<file path="src/rtl/uart_frame_scheduler.sv">
// Decimates video beats into 32-bit words, round-robins them against a status word,
// and serialises the winner as a 5-byte header-plus-data frame paced by tready.
module uart_frame_scheduler #(
  parameter int unsigned DECIM    = 1024,
  parameter logic [7:0]  HDR_VID  = 8'hA5,
  parameter logic [7:0]  HDR_STAT = 8'h5A
) (
  input  logic        axi_stream_aclk,
  input  logic        rst_n,
  input  logic        vid_tvalid,
  input  logic [31:0] vid_tdata,
  input  logic        stat_valid,
  input  logic [31:0] stat_data,
  output logic        stat_ready,
  output logic [7:0]  m_axis_tdata,
  output logic        m_axis_tvalid,
  input  logic        m_axis_tready,
  output logic [15:0] drop_cnt,
  output logic        busy
);

  // DECIM=1 still needs a 1-bit counter that simply stays at zero.
  localparam int unsigned     DEC_W    = (DECIM > 1) ? $clog2(DECIM) : 1;
  localparam logic [DEC_W-1:0] DEC_LAST = DEC_W'(DECIM - 1);

  typedef enum logic {IDLE, SEND} state_e;
  typedef enum logic {SRC_VID, SRC_STAT} src_e;

  state_e           state_q, state_d;
  src_e             grant_q, grant_d;
  src_e             last_grant_q, last_grant_d;
  logic [2:0]       idx_q, idx_d;
  logic [DEC_W-1:0] dec_cnt_q, dec_cnt_d;
  logic [31:0]      vid_buf_q, vid_buf_d;
  logic             vid_full_q, vid_full_d;
  logic [31:0]      stat_buf_q, stat_buf_d;
  logic             stat_full_q, stat_full_d;
  logic             stat_ready_q, stat_ready_d;
  logic [15:0]      drop_q, drop_d;

  logic        byte_acc;
  logic        last_byte;
  logic        rel_vid;
  logic        rel_stat;
  logic        capture;
  logic        cap_ok;
  logic [31:0] word_sel;
  logic [7:0]  hdr_sel;
  logic [7:0]  byte_sel;

  assign byte_acc  = (state_q == SEND) && m_axis_tready;
  assign last_byte = (idx_q == 3'd4);
  assign rel_vid   = byte_acc && last_byte && (grant_q == SRC_VID);
  assign rel_stat  = byte_acc && last_byte && (grant_q == SRC_STAT);
  assign capture   = vid_tvalid && (dec_cnt_q == DEC_LAST);
  // A capture landing on the release cycle refills the buffer instead of dropping.
  assign cap_ok    = !vid_full_q || rel_vid;

  always_ff @(posedge axi_stream_aclk or negedge rst_n) begin
    if (!rst_n) begin
      state_q      <= IDLE;
      grant_q      <= SRC_VID;
      last_grant_q <= SRC_STAT;
      idx_q        <= 3'd0;
      dec_cnt_q    <= '0;
      vid_buf_q    <= 32'h0;
      vid_full_q   <= 1'b0;
      stat_buf_q   <= 32'h0;
      stat_full_q  <= 1'b0;
      stat_ready_q <= 1'b0;
      drop_q       <= 16'h0;
    end else begin
      state_q      <= state_d;
      grant_q      <= grant_d;
      last_grant_q <= last_grant_d;
      idx_q        <= idx_d;
      dec_cnt_q    <= dec_cnt_d;
      vid_buf_q    <= vid_buf_d;
      vid_full_q   <= vid_full_d;
      stat_buf_q   <= stat_buf_d;
      stat_full_q  <= stat_full_d;
      stat_ready_q <= stat_ready_d;
      drop_q       <= drop_d;
    end
  end

  always_comb begin
    dec_cnt_d   = dec_cnt_q;
    vid_buf_d   = vid_buf_q;
    vid_full_d  = vid_full_q;
    stat_buf_d  = stat_buf_q;
    stat_full_d = stat_full_q;
    drop_d      = drop_q;

    if (vid_tvalid) begin
      dec_cnt_d = capture ? '0 : dec_cnt_q + DEC_W'(1);
    end
    if (rel_vid) begin
      vid_full_d = 1'b0;
    end
    if (capture) begin
      if (cap_ok) begin
        vid_buf_d  = vid_tdata;
        vid_full_d = 1'b1;
      end else if (drop_q != 16'hFFFF) begin
        drop_d = drop_q + 16'd1;
      end
    end

    if (rel_stat) begin
      stat_full_d = 1'b0;
    end
    if (stat_valid && stat_ready_q) begin
      stat_buf_d  = stat_data;
      stat_full_d = 1'b1;
    end
    stat_ready_d = !stat_full_d;
  end

  always_comb begin
    state_d      = state_q;
    grant_d      = grant_q;
    last_grant_d = last_grant_q;
    idx_d        = idx_q;

    case (state_q)
      IDLE: begin
        if (vid_full_q || stat_full_q) begin
          if (vid_full_q && stat_full_q) begin
            grant_d = (last_grant_q == SRC_STAT) ? SRC_VID : SRC_STAT;
          end else begin
            grant_d = vid_full_q ? SRC_VID : SRC_STAT;
          end
          last_grant_d = grant_d;
          idx_d        = 3'd0;
          state_d      = SEND;
        end
      end
      SEND: begin
        if (m_axis_tready) begin
          if (last_byte) begin
            state_d = IDLE;
          end else begin
            idx_d = idx_q + 3'd1;
          end
        end
      end
    endcase
  end

  always_comb begin
    word_sel = (grant_q == SRC_VID) ? vid_buf_q : stat_buf_q;
    hdr_sel  = (grant_q == SRC_VID) ? HDR_VID : HDR_STAT;
    case (idx_q)
      3'd0:    byte_sel = hdr_sel;
      3'd1:    byte_sel = word_sel[7:0];
      3'd2:    byte_sel = word_sel[15:8];
      3'd3:    byte_sel = word_sel[23:16];
      3'd4:    byte_sel = word_sel[31:24];
      default: byte_sel = 8'h00;
    endcase
  end

  assign m_axis_tvalid = (state_q == SEND);
  assign m_axis_tdata  = (state_q == SEND) ? byte_sel : 8'h00;
  assign busy          = (state_q == SEND);
  assign stat_ready    = stat_ready_q;
  assign drop_cnt      = drop_q;

endmodule

</file>
<file path="config.mk">
export PLATFORM = sky130hd
export DESIGN_NAME = uart_frame_scheduler
export DESIGN_NICKNAME = d
export VERILOG_FILES = /design/src/rtl/uart_frame_scheduler.sv
export SDC_FILE = /design/constraint.sdc
export NUM_CORES = 1
export LEC_CHECK = 0
export ABC_AREA = 1
export ABC_CLOCK_PERIOD_IN_PS = 1600
export BUFFER_PORTS_ARGS = -buffer_cell sky130_fd_sc_hd__buf_2
export CAP_MARGIN = 10
export CELL_PAD_IN_SITES_DETAIL_PLACEMENT = 0
export CELL_PAD_IN_SITES_GLOBAL_PLACEMENT = 1
export CORE_MARGIN = 5
export CORE_UTILIZATION = 37
export DETAILED_ROUTE_END_ITERATION = 10
export PLACE_DENSITY_LB_ADDON = 0.1
export REMOVE_ABC_BUFFERS = 1
export SETUP_SLACK_MARGIN = 0.5
export SLEW_MARGIN = 15
export SYNTH_ARGS = -nofsm -noshare
export SYNTH_HDL_FRONTEND = slang
export SYNTH_SLANG_ARGS = --single-unit
</file>
<file path="constraint.sdc">
create_clock -name axi_stream_aclk -period 1.6 [get_ports axi_stream_aclk]
set_input_delay 0.08 -clock axi_stream_aclk [delete_from_list [all_inputs] [get_ports axi_stream_aclk]]
set_output_delay 0.08 -clock axi_stream_aclk [all_outputs]
set_load 0.1 [all_outputs]
</file>
==> flow_metrics.tcl, run 1 <==
set metrics [dict create \
    hp-class "in2reg" \
    status "complete, but fails checks" \
    hold_viol 0 \
    dp_cells 901 \
    nFillCells 1062 \
    firstDrtPassIters 4 \
    wirelength_um 16900 \
    max_freq_mhz 505 \
    async_reset_ff_frac 1.00 \
    grt_pass1_wl_um 27700 \
    clockBufferDepth 2 \
    synth_top_area_frac 0.491 \
    syn_area_per_cell_um2 8.21 \
    crit_path_start_kind "flip-flop" \
    drt-wirelength-per-cell_um 16.5 \
    ys_types 29 \
    synthTopCellsByArea "dfrtp_1, nand2_1, nand3_1" \
    cts_tree "yes" \
    fin_crit_ns 1.98 \
    drcViolationCount 0 \
    yosys.area.top_type "dfrtp_1" \
    drt_iter0_drc 212 \
    slew_violations 0 \
    nets 923 \
    drv_cap 0 \
    ys_seq_elements 99 \
    ios 96 \
    syn_inst 609 \
    leakage_nw 4.22 \
    via_per_inst 4.90 \
    netlist_area_mm2 0.00500 \
    arrival_ns 1.90 \
    insertion_delay_ns 0.35 \
    track_usage 0.218 \
    vias 5041 \
    core_area_mm2 0.0132 \
    synth_common_cells "nand2_1, dfrtp_1, nand3_1" \
    dp.final_hpwl_um 9880 \
    numClockSinks 99 \
    synth_edf_count 0 \
    start_util 0.377 \
    cts_buffers 9 \
    synth-main-ff-cell "dfrtp_1" \
    fin_cells 1028 \
    grt_antenna_before_repair 0 \
    fp-row-count 42 \
    synth.most_common_cell "nand2_1" \
    gp_congestion 0.802 \
    die_h_um 126 \
    cts.clk_slew.worst_paths_ns 0.07 \
    peakVddDrop_uv 916 \
    rsz0062_at_grt "true" \
    final_layout_size_suffix_gt1_frac 0.451 \
    critPathRequiredTime_ns 1.52 \
    setup_viol 60 \
    power-per-cell-area_mw_per_mm2 1400 \
    numPortBuffers 95 \
    ant_nets 0 \
    violations "setup timing" \
    cts_root_buf "clkbuf_16" \
    end_kind "output pin" \
    postLayoutSetupSlackWorst_ns -0.379 \
    grt_overflow 0 \
    grt_pass1_vias 5368 \
    area_delta_synth_final_pct 76.5 \
    seq_area_frac_synth 0.496 \
    whs_ns 0.0607 \
    worstMarginPinSlew_ns 0.413 \
    critPathKind "reg2out" \
    die_w_um 126 \
    antenna_cells 0 \
    yosysWarnings 0 \
    cp_max_fo 4 \
    slew_headroom 0.725 \
    die-area_mm2 0.0159 \
    fin_crit_sh 1.24 \
    finClkSkew_ns 0.00935 \
    grt_max_degree 56 \
    h-tree-depth 3 \
]
[timing repair]
| item | CTS | global route |
|---|---|---|
| hold buffers | 65 | 0 |
| cloned | 13 | 0 |
| hold endpoints to repair | 89 | 0 |
| resized for setup | 251 | 68 |
| endpoints found under the setup margin | 124 | 122 |
| pin swaps | 87 | 39 |
| buffers inserted | 25 | 8 |
[power by group]
part	total [mW]	switching [mW]	internal, mW
clock	2.16	0.972	1.18
sequential	3.54	0.446	3.10
combinational	6.68	3.68	3.00
[worst paths after layout]
check | start | to | slack [ns] | depth (start not counted)
min | vid_tvalid | dec_cnt_q[1] | 0.06 | 3
min reg2reg | last_grant_q | last_grant_q | 0.47 | 2
max reg2reg | idx_q[0] | vid_buf_q[5] | -0.28 | 12
max in group asynchronous | rst_n | drop_cnt[15] | 0.76 | 3
min in group asynchronous | rst_n | stat_buf_q[11] | 0.18 | 2
max | idx_q[0] | m_axis_tdata[4] | -0.38 | 10
[worst max-delay path: stages, from the launching register on]
cell     delay (ns)
dfrtp_1        0.42
inv_2          0.13
ha_4           0.19
nand2_8        0.08
buf_6          0.12
nor2_2         0.08
o21ai_1        0.06
nand3_1        0.08
nor2_1         0.05
nor2_2         0.14
buf_12         0.19
[registers in the layout, summed over array words and instances (netlist names)]
name          count
last_grant_q      1
dec_cnt_q        10
drop_cnt         16
vid_buf_q        32
stat_full_q       1
stat_ready        1
grant_q           1
idx_q             3
busy              1
vid_full_q        1
stat_buf_q       32
[cells in the final DEF (no fill, tap or decap), types with 2 or more instances in the layout]
master	synthesis	final
nor2_2	3	15
nand2_2	2	18
nand2_4	1	8
o21ai_0	10	4
dfrtp_1	98	88
dfrtp_2	0	10
clkinvlp_4	0	2
buf_6	1	31
buf_12	0	38
nor2_4	2	12
ha_2	0	2
dlygate4sd3_1	0	65
nand2_8	0	2
ha_4	0	3
mux2_4	0	32
nor2_1	62	41
nand4_1	18	18
o21ai_2	0	3
nor3_1	4	3
nand3_4	1	4
o21ai_1	7	10
buf_2	13	67
buf_4	1	31
xor2_1	5	5
xnor2_1	2	2
nand2_1	204	180
nand3_1	74	17
buf_8	0	3
a21oi_1	11	7
clkbuf_8	0	3
ha_1	7	2
nand3_2	0	54
inv_2	13	15
buf_16	0	10
inv_4	0	3
clkbuf_16	0	9
a21oi_2	0	4
inv_1	27	22
[per-layer routing]
metal	part of all wire	track usage
met1	0.43	0.269
met3	0.043	0.0483
met2	0.50	0.382
met5	0	0
met4	0.022	0.0612
[area by class of cell]
class | instances | area [um^2] | share of cell area
well taps | 176 | 220 | 0.0250
multi-input cells | 451 | 3000 | 0.341
repair inverters | 1 | 7.51 | 0.000851
clock inverters | 3 | 21.3 | 0.00241
flip-flops and latches | 99 | 2490 | 0.282
inverters | 40 | 158 | 0.0179
repair buffers | 245 | 2650 | 0.300
clock buffers | 13 | 270 | 0.0306
[metrics by stage]
stage                     setup TNS [ns]  total power, mW  worst slack, ns   util  cell area, um^2
after floorplan                  -106.67             6.36            -1.74      -             4890
after global placement             -2.53             8.39           -0.115  0.461             6100
after detailed placement           -4.81             8.45           -0.193  0.461             6100
after CTS                         -11.71             12.1           -0.386  0.640             8480
after global routing              -19.24             13.0           -0.477  0.666             8820
final                             -14.11             12.4           -0.379  0.666             8820
[kinds of logic (layout without fill, tap and decap cells)]
kind of cell / after synthesis / in the layout / synth area share
DFF: 99 / 99 / 0.496
muxes: 32 / 32 / 0.0721
adders and majority gates: 7 / 7 / 0.0175
and+or+nand+nor: 374 / 376 / 0.321
AOI/OAI and AO/OA: 29 / 29 / 0.0298
buffers and inverters: 61 / 302 / 0.0513
xor gates and xnor gates: 7 / 7 / 0.0123
No activity file was read; power rests on OpenSTA's default activity.
==> inputs of run 2 (changes only) <==
--- a/config.mk
+++ b/config.mk
@@ -9,10 +9,10 @@
 export ABC_CLOCK_PERIOD_IN_PS = 1600
 export BUFFER_PORTS_ARGS = -buffer_cell sky130_fd_sc_hd__buf_2
 export CAP_MARGIN = 10
-export CELL_PAD_IN_SITES_DETAIL_PLACEMENT = 0
-export CELL_PAD_IN_SITES_GLOBAL_PLACEMENT = 1
+export CELL_PAD_IN_SITES_DETAIL_PLACEMENT = 2
+export CELL_PAD_IN_SITES_GLOBAL_PLACEMENT = 2
 export CORE_MARGIN = 5
-export CORE_UTILIZATION = 37
+export CORE_UTILIZATION = 29
 export DETAILED_ROUTE_END_ITERATION = 10
 export PLACE_DENSITY_LB_ADDON = 0.1
 export REMOVE_ABC_BUFFERS = 1
==> run 2 against run 1 <==
Maximum frequency fell by 7.8%. Worst hold slack got worse by 0.068 ns. Clock-buffer cell count shrank 4. Sequential share of layout area shrank 0.93 points. Critical path depth is the same. Wire length rose by 57%. Sequential cell count unchanged. The flow finishes with violations (hold timing, setup timing). Register-to-register slack lost 0.24 ns. Highest routed layer unchanged. Sequential power is 5% higher. Combinational power is 15% higher. Power up 9.9%.
==> flow_metrics.tcl, run 2 (synthesized netlist as in run 1, its figures left out) <==
set metrics [dict create \
    numClockSinks 99 \
    critPathKind "reg2out" \
    final_cell_area_mm2 0.00913 \
    path_cells "inv_2 -> ha_4 -> nand2_4 -> inv_6 -> buf_12 -> nand2_1 -> nand4_1 -> nand2_2 -> nor2_4 -> buf_12" \
    nFillCells 1715 \
    core_area_mm2 0.0171 \
    power-per-cell-area_mw_per_mm2 1490 \
    postLayoutSetupSlackWorst_ns -0.545 \
    fin_crit_ns 2.15 \
    path_delay_family "buffers and inverters" \
    setup_viol 60 \
    finClkSkew_ns 0.0114 \
    whs_ns -0.00757 \
    slew_headroom 0.763 \
    slowest_stage "dfrtp_1" \
    cts_buffers 9 \
    hold_viol 1 \
    wirelength_um 26600 \
    vias 5500 \
    final_core_util 0.533 \
    crit_path_start_kind "flip-flop" \
    arrival_ns 2.07 \
    crit_path_max_incr_delay_ns 0.45 \
    drv_cap 0 \
    grt_max_degree 42 \
    cts_tree "yes" \
    peakVddDrop_uv 1230 \
    leakage_nw 4.31 \
    area_delta_synth_final_pct 82.6 \
    dp_cells 954 \
    grt_overflow 0 \
    die_h_um 141 \
    numPortBuffers 95 \
    dp.final_hpwl_um 12900 \
    drt_iter0_drc 199 \
    worstMarginPinSlew_ns 0.356 \
    nets 927 \
    grt_antenna_before_repair 0 \
    fin_crit_sh 1.34 \
    cts_root_buf "clkbuf_16" \
    ios 96 \
    end_kind "output pin" \
    rsz0062_at_grt "true" \
    slew_violations 0 \
    drt-wirelength-per-cell_um 24.6 \
    fp-row-count 48 \
    status "complete, but fails checks" \
    max_freq_mhz 466 \
    track_usage 0.233 \
    fin_cells 1081 \
    final_layout_size_suffix_gt1_frac 0.500 \
    start_util 0.292 \
    critPathRequiredTime_ns 1.52 \
    antenna_cells 0 \
    place_area_mm2 0.00624 \
    firstDrtPassIters 4 \
    cp_max_fo 7 \
    grt_pass1_wl_um 35500 \
    insertion_delay_ns 0.37 \
    cts.clk_slew.worst_paths_ns 0.08 \
    hp-class "in2reg" \
    cpMostUsedCell "buf_12" \
    h-tree-depth 3 \
    layout_commonest_cell "nand2_1" \
    crit_buf_inv 4 \
    violations "hold timing, setup timing" \
    via_per_inst 5.09 \
    die-area_mm2 0.0200 \
    die_w_um 141 \
    ant_nets 0 \
    grt_pass1_vias 6260 \
    gp_congestion 0.784 \
    clockBufferDepth 2 \
    mostFrequentLayoutCells "nand2_1, dfrtp_1, buf_2, dlygate4sd3_1, nand2_2" \
    drcViolationCount 0 \
]
[run 2: changes by cell type in the layout (fill, tap and decap cells not counted), sizes merged]
| cell | before | now |
|---|---|---|
| buf | 180 | 187 |
| clkbuf | 13 | 9 |
| clkinv | 2 | 4 |
| dlygate4sd3 | 65 | 63 |
| inv | 40 | 41 |
[run 2: final timing paths]
path / startpoint / end / slack (ns) / depth (start not counted)
worst max-delay path: idx_q[1] / m_axis_tdata[0] / -0.55 / 10
worst min-delay path: vid_tdata[14] / vid_buf_q[14] / -0.008 / 3
worst max register to register: idx_q[1] / drop_cnt[2] / -0.52 / 13
worst min register to register: last_grant_q / last_grant_q / 0.51 / 2
max in group asynchronous: rst_n / drop_cnt[15] / 0.91 / 3
min in group asynchronous: rst_n / stat_buf_q[11] / 0.09 / 2
[run 2: power breakdown]
part | total (mW) | internal (mW) | switching, mW
sequential | 3.71 | 3.10 | 0.606
combinational | 7.71 | 3.26 | 4.44
clock | 2.20 | 1.07 | 1.13
total | 13.6 | 7.43 | 6.18
[run 2: stage by stage]
stage	power, mW	setup TNS, ns	worst slack, ns	hold slack [ns]
2_1_floorplan	6.36	-106.67	-1.74	-0.216
3_3_place_gp	8.59	-3.09	-0.131	-0.0850
3_5_place_dp	8.77	-7.36	-0.253	-0.0806
4_1_cts	12.6	-12.15	-0.409	0.00807
5_1_grt	14.1	-31.71	-0.611	-0.00488
6_report	13.6	-27.77	-0.545	-0.00757
[run 2: cell type report]
| type | instances | area [um^2] | area share |
|---|---|---|---|
| Multi-Input combinational cell | 451 | 3180 | 0.348 |
| Timing Repair Buffer | 250 | 2730 | 0.299 |
| Sequential cell | 99 | 2490 | 0.273 |
| Tap cell | 225 | 282 | 0.0308 |
| Clock buffer | 9 | 225 | 0.0247 |
| Inverter | 40 | 173 | 0.0189 |
| Clock inverter | 7 | 51.3 | 0.00562 |
[run 2: per-layer routing]
layer | track usage | share of wire
met5 | 0 | 0
met4 | 0.0811 | 0.022
met1 | 0.261 | 0.40
met3 | 0.0286 | 0.022
met2 | 0.448 | 0.56
[run 2: worst register-to-register path, stage by stage (launching register included)]
cell and delay [ns]:
dfrtp_1 0.45, inv_2 0.11, ha_4 0.19, nand2_4 0.10
buf_4 0.12, buf_6 0.10, nor2_4 0.04, nand2_2 0.10
nand2_4 0.10, buf_12 0.17, nor2_4 0.21, nand2_4 0.14
nand2_2 0.12, nand2_1 0.07
[run 2: what timing repair did]
action,CTS,global route
hold buffers,63,0
pin swaps,40,65
setup endpoints to repair,124,125
gates cloned,11,0
endpoints found under the hold margin,160,0
gates resized for setup,264,116
buffers inserted,25,12
==> inputs of run 3 (changes only) <==
--- a/config.mk
+++ b/config.mk
@@ -7,7 +7,7 @@
 export LEC_CHECK = 0
 export ABC_AREA = 1
 export ABC_CLOCK_PERIOD_IN_PS = 1600
-export BUFFER_PORTS_ARGS = -buffer_cell sky130_fd_sc_hd__buf_2
+export BUFFER_PORTS_ARGS = -buffer_cell sky130_fd_sc_hd__buf_4
 export CAP_MARGIN = 10
 export CELL_PAD_IN_SITES_DETAIL_PLACEMENT = 2
 export CELL_PAD_IN_SITES_GLOBAL_PLACEMENT = 2
@@ -15,7 +15,6 @@
 export CORE_UTILIZATION = 29
 export DETAILED_ROUTE_END_ITERATION = 10
 export PLACE_DENSITY_LB_ADDON = 0.1
-export REMOVE_ABC_BUFFERS = 1
 export SETUP_SLACK_MARGIN = 0.5
 export SLEW_MARGIN = 15
 export SYNTH_ARGS = -nofsm -noshare
==> run 3 against run 2 <==
The flow finishes with violations (setup timing). Worst hold slack improved by 0.014 ns. Final area decreased by 3.1%. Maximum frequency decreased by 2.9%. Critical path depth increased by 1. Critical path type unchanged. First-iteration DRC count decreased by 0.50%. Global-route usage decreased by 0.23 points. Clock power increased by 3%. Cell count decreased by 1.8%. Worst setup slack got worse by 0.063 ns. Critical endpoint is now m_axis_tdata[7]. Sequential cell count unchanged. Wire length decreased by 9.9%. Clock skew about the same.
==> flow_metrics.tcl, run 3 (synthesized netlist as in run 1, its figures left out) <==
set metrics [dict create \
    status "complete, but fails checks" \
    violations "setup timing" \
    die_w_um 141 \
    ios 96 \
    rsz0062_at_grt "true" \
    power-per-cell-area_mw_per_mm2 1560 \
    drv_cap 0 \
    die-area_mm2 0.0200 \
    fin_crit_sh 1.38 \
    cp_max_fo 4 \
    h-tree-depth 3 \
    insertion_delay_ns 0.36 \
    cts_buffers 9 \
    final_layout_size_suffix_gt1_frac 0.458 \
    synth_fp_nets 685 \
    switching_share 0.450 \
    leakage_nw 4.11 \
    via_per_inst 5.01 \
    slew_violations 0 \
    core_area_mm2 0.0171 \
    fin_cells 1062 \
    track_usage 0.230 \
    postLayoutSetupSlackWorst_ns -0.609 \
    power_frac_seq 0.270 \
    pwr-share-clk 0.164 \
    crit_path_max_incr_delay_ns 0.42 \
    worstMarginPinSlew_ns 0.476 \
    firstDrtPassIters 4 \
    fp-row-count 48 \
    wirelength_um 24000 \
    nFillCells 1736 \
    die_h_um 141 \
    critPathRequiredTime_ns 1.52 \
    hold_viol 0 \
    numPortBuffers 95 \
    critPathKind "reg2out" \
    finClkSkew_ns 0.0115 \
    cts_root_buf "clkbuf_16" \
    drcViolationCount 0 \
    slew_headroom 0.682 \
    grt_pass1_vias 6067 \
    p_int_mw 7.61 \
    slowest_stage "dfrtp_1" \
    drt_iter0_drc 198 \
    finalPower_mw 13.8 \
    r2r_slack_ns -0.52 \
    cts_tree "yes" \
    grt_antenna_before_repair 0 \
    gp_congestion 0.825 \
    area_delta_synth_final_pct 77.0 \
    start_util 0.292 \
    crit_path_start_kind "flip-flop" \
    numClockSinks 99 \
    drt-wirelength-per-cell_um 22.6 \
    antenna_cells 0 \
    ant_nets 0 \
    setup_tns_ns -27.69 \
    hp-class "in2reg" \
    max_freq_mhz 453 \
    layout_commonest_cell "nand2_1" \
    cts.clk_slew.worst_paths_ns 0.07 \
    arrival_ns 2.13 \
    mostFrequentLayoutCells "nand2_1, buf_4, dfrtp_1, dlygate4sd3_1, nand3_1" \
    seqCellArea_mm2 0.00254 \
    nets 908 \
    clockBufferDepth 2 \
    switching_power_mw 6.23 \
    setup_viol 60 \
    multi_input_area_mm2 0.00313 \
    peakVddDrop_uv 1580 \
    vias 5316 \
    final_core_util 0.517 \
    grt_max_degree 34 \
    path_cells "inv_2 -> buf_6 -> ha_4 -> inv_4 -> nor2_4 -> nor2_2 -> buf_6 -> nand2_2 -> nor2_2 -> nor2_4 -> buf_12" \
    fin_crit_ns 2.21 \
    grt_pass1_wl_um 35300 \
    dp_cells 946 \
    grt_overflow 0 \
    end_kind "output pin" \
    dp.final_hpwl_um 13200 \
    whs_ns 0.00662 \
    pwr-share-comb 0.566 \
]
[run 3: cell count changes in the layout (fill, tap and decap cells not counted), sizes merged]
cell         before  now
dlygate4sd3      63   61
clkinvlp          2    3
bufinv            0    1
nand2           208  213
buf             187  162
inv              41   40
clkbuf            9   11
[run 3: final timing paths]
| path | start | to | cells after the start |
|---|---|---|---|
| setup / recovery | idx_q[1] | m_axis_tdata[7] | 11 |
| hold / removal | vid_tdata[1] | vid_buf_q[1] | 3 |
| setup reg to reg | idx_q[1] | vid_buf_q[14] | 13 |
| hold reg to reg | vid_buf_q[29] | vid_buf_q[29] | 2 |
| max in group asynchronous | rst_n | stat_buf_q[21] | 3 |
| min in group asynchronous | rst_n | stat_buf_q[27] | 2 |
[run 3: layout make-up]
cell class	count	area share
clock buffer	9	0.0255
clock inverter	7	0.00778
inverter	40	0.0208
multi-input combinational	456	0.353
sequential	99	0.287
tap	225	0.0318
timing repair buffer	225	0.273
timing repair inverter	1	0.000990
[run 3: power groups by stage]
stage / registers, mW / logic [mW] / clock network [mW]
after floorplan: 3.58 / 3.92 / 0
after global placement: 3.58 / 5.23 / 0
after detailed placement: 3.60 / 5.40 / 0
after CTS: 3.64 / 7.16 / 2.29
after global routing: 3.78 / 8.14 / 2.42
final: 3.73 / 7.83 / 2.27
[run 3: what timing repair did]
| item | in CTS | in global routing |
|---|---|---|
| hold endpoints to repair | 86 | 1 |
| resized for setup | 173 | 75 |
| setup buffers | 17 | 9 |
| pin swaps | 40 | 30 |
| cloned | 7 | 6 |
| hold buffers | 60 | 1 |
| endpoints found under the setup margin | 124 | 123 |
[run 3: critical path: cells and delay by family, from the launching register on]
kind | cells | cell delay (ns)
flip-flops | 1 | 0.42
AND/OR/NAND/NOR | 5 | 0.54
buffers and inverters | 5 | 0.61
adder cells (fa/ha/maj) | 1 | 0.19
[run 3: metal layers]
layer  wire length [um]  vias up  GRT usage
li1                   -     2425          -
met1               9790     2749      0.277
met2              13100      116      0.430
met3                631       26     0.0320
met4                483        0     0.0592
met5                  0        -          0
[run 3: through the flow]
stage	setup slack, ns	area [um^2]
after CTS	-0.439	8420
after global placement	-0.0973	6630
after global routing	-0.636	8850
after floorplan	-0.0923	5450
after detailed placement	-0.163	6630
final	-0.609	8850
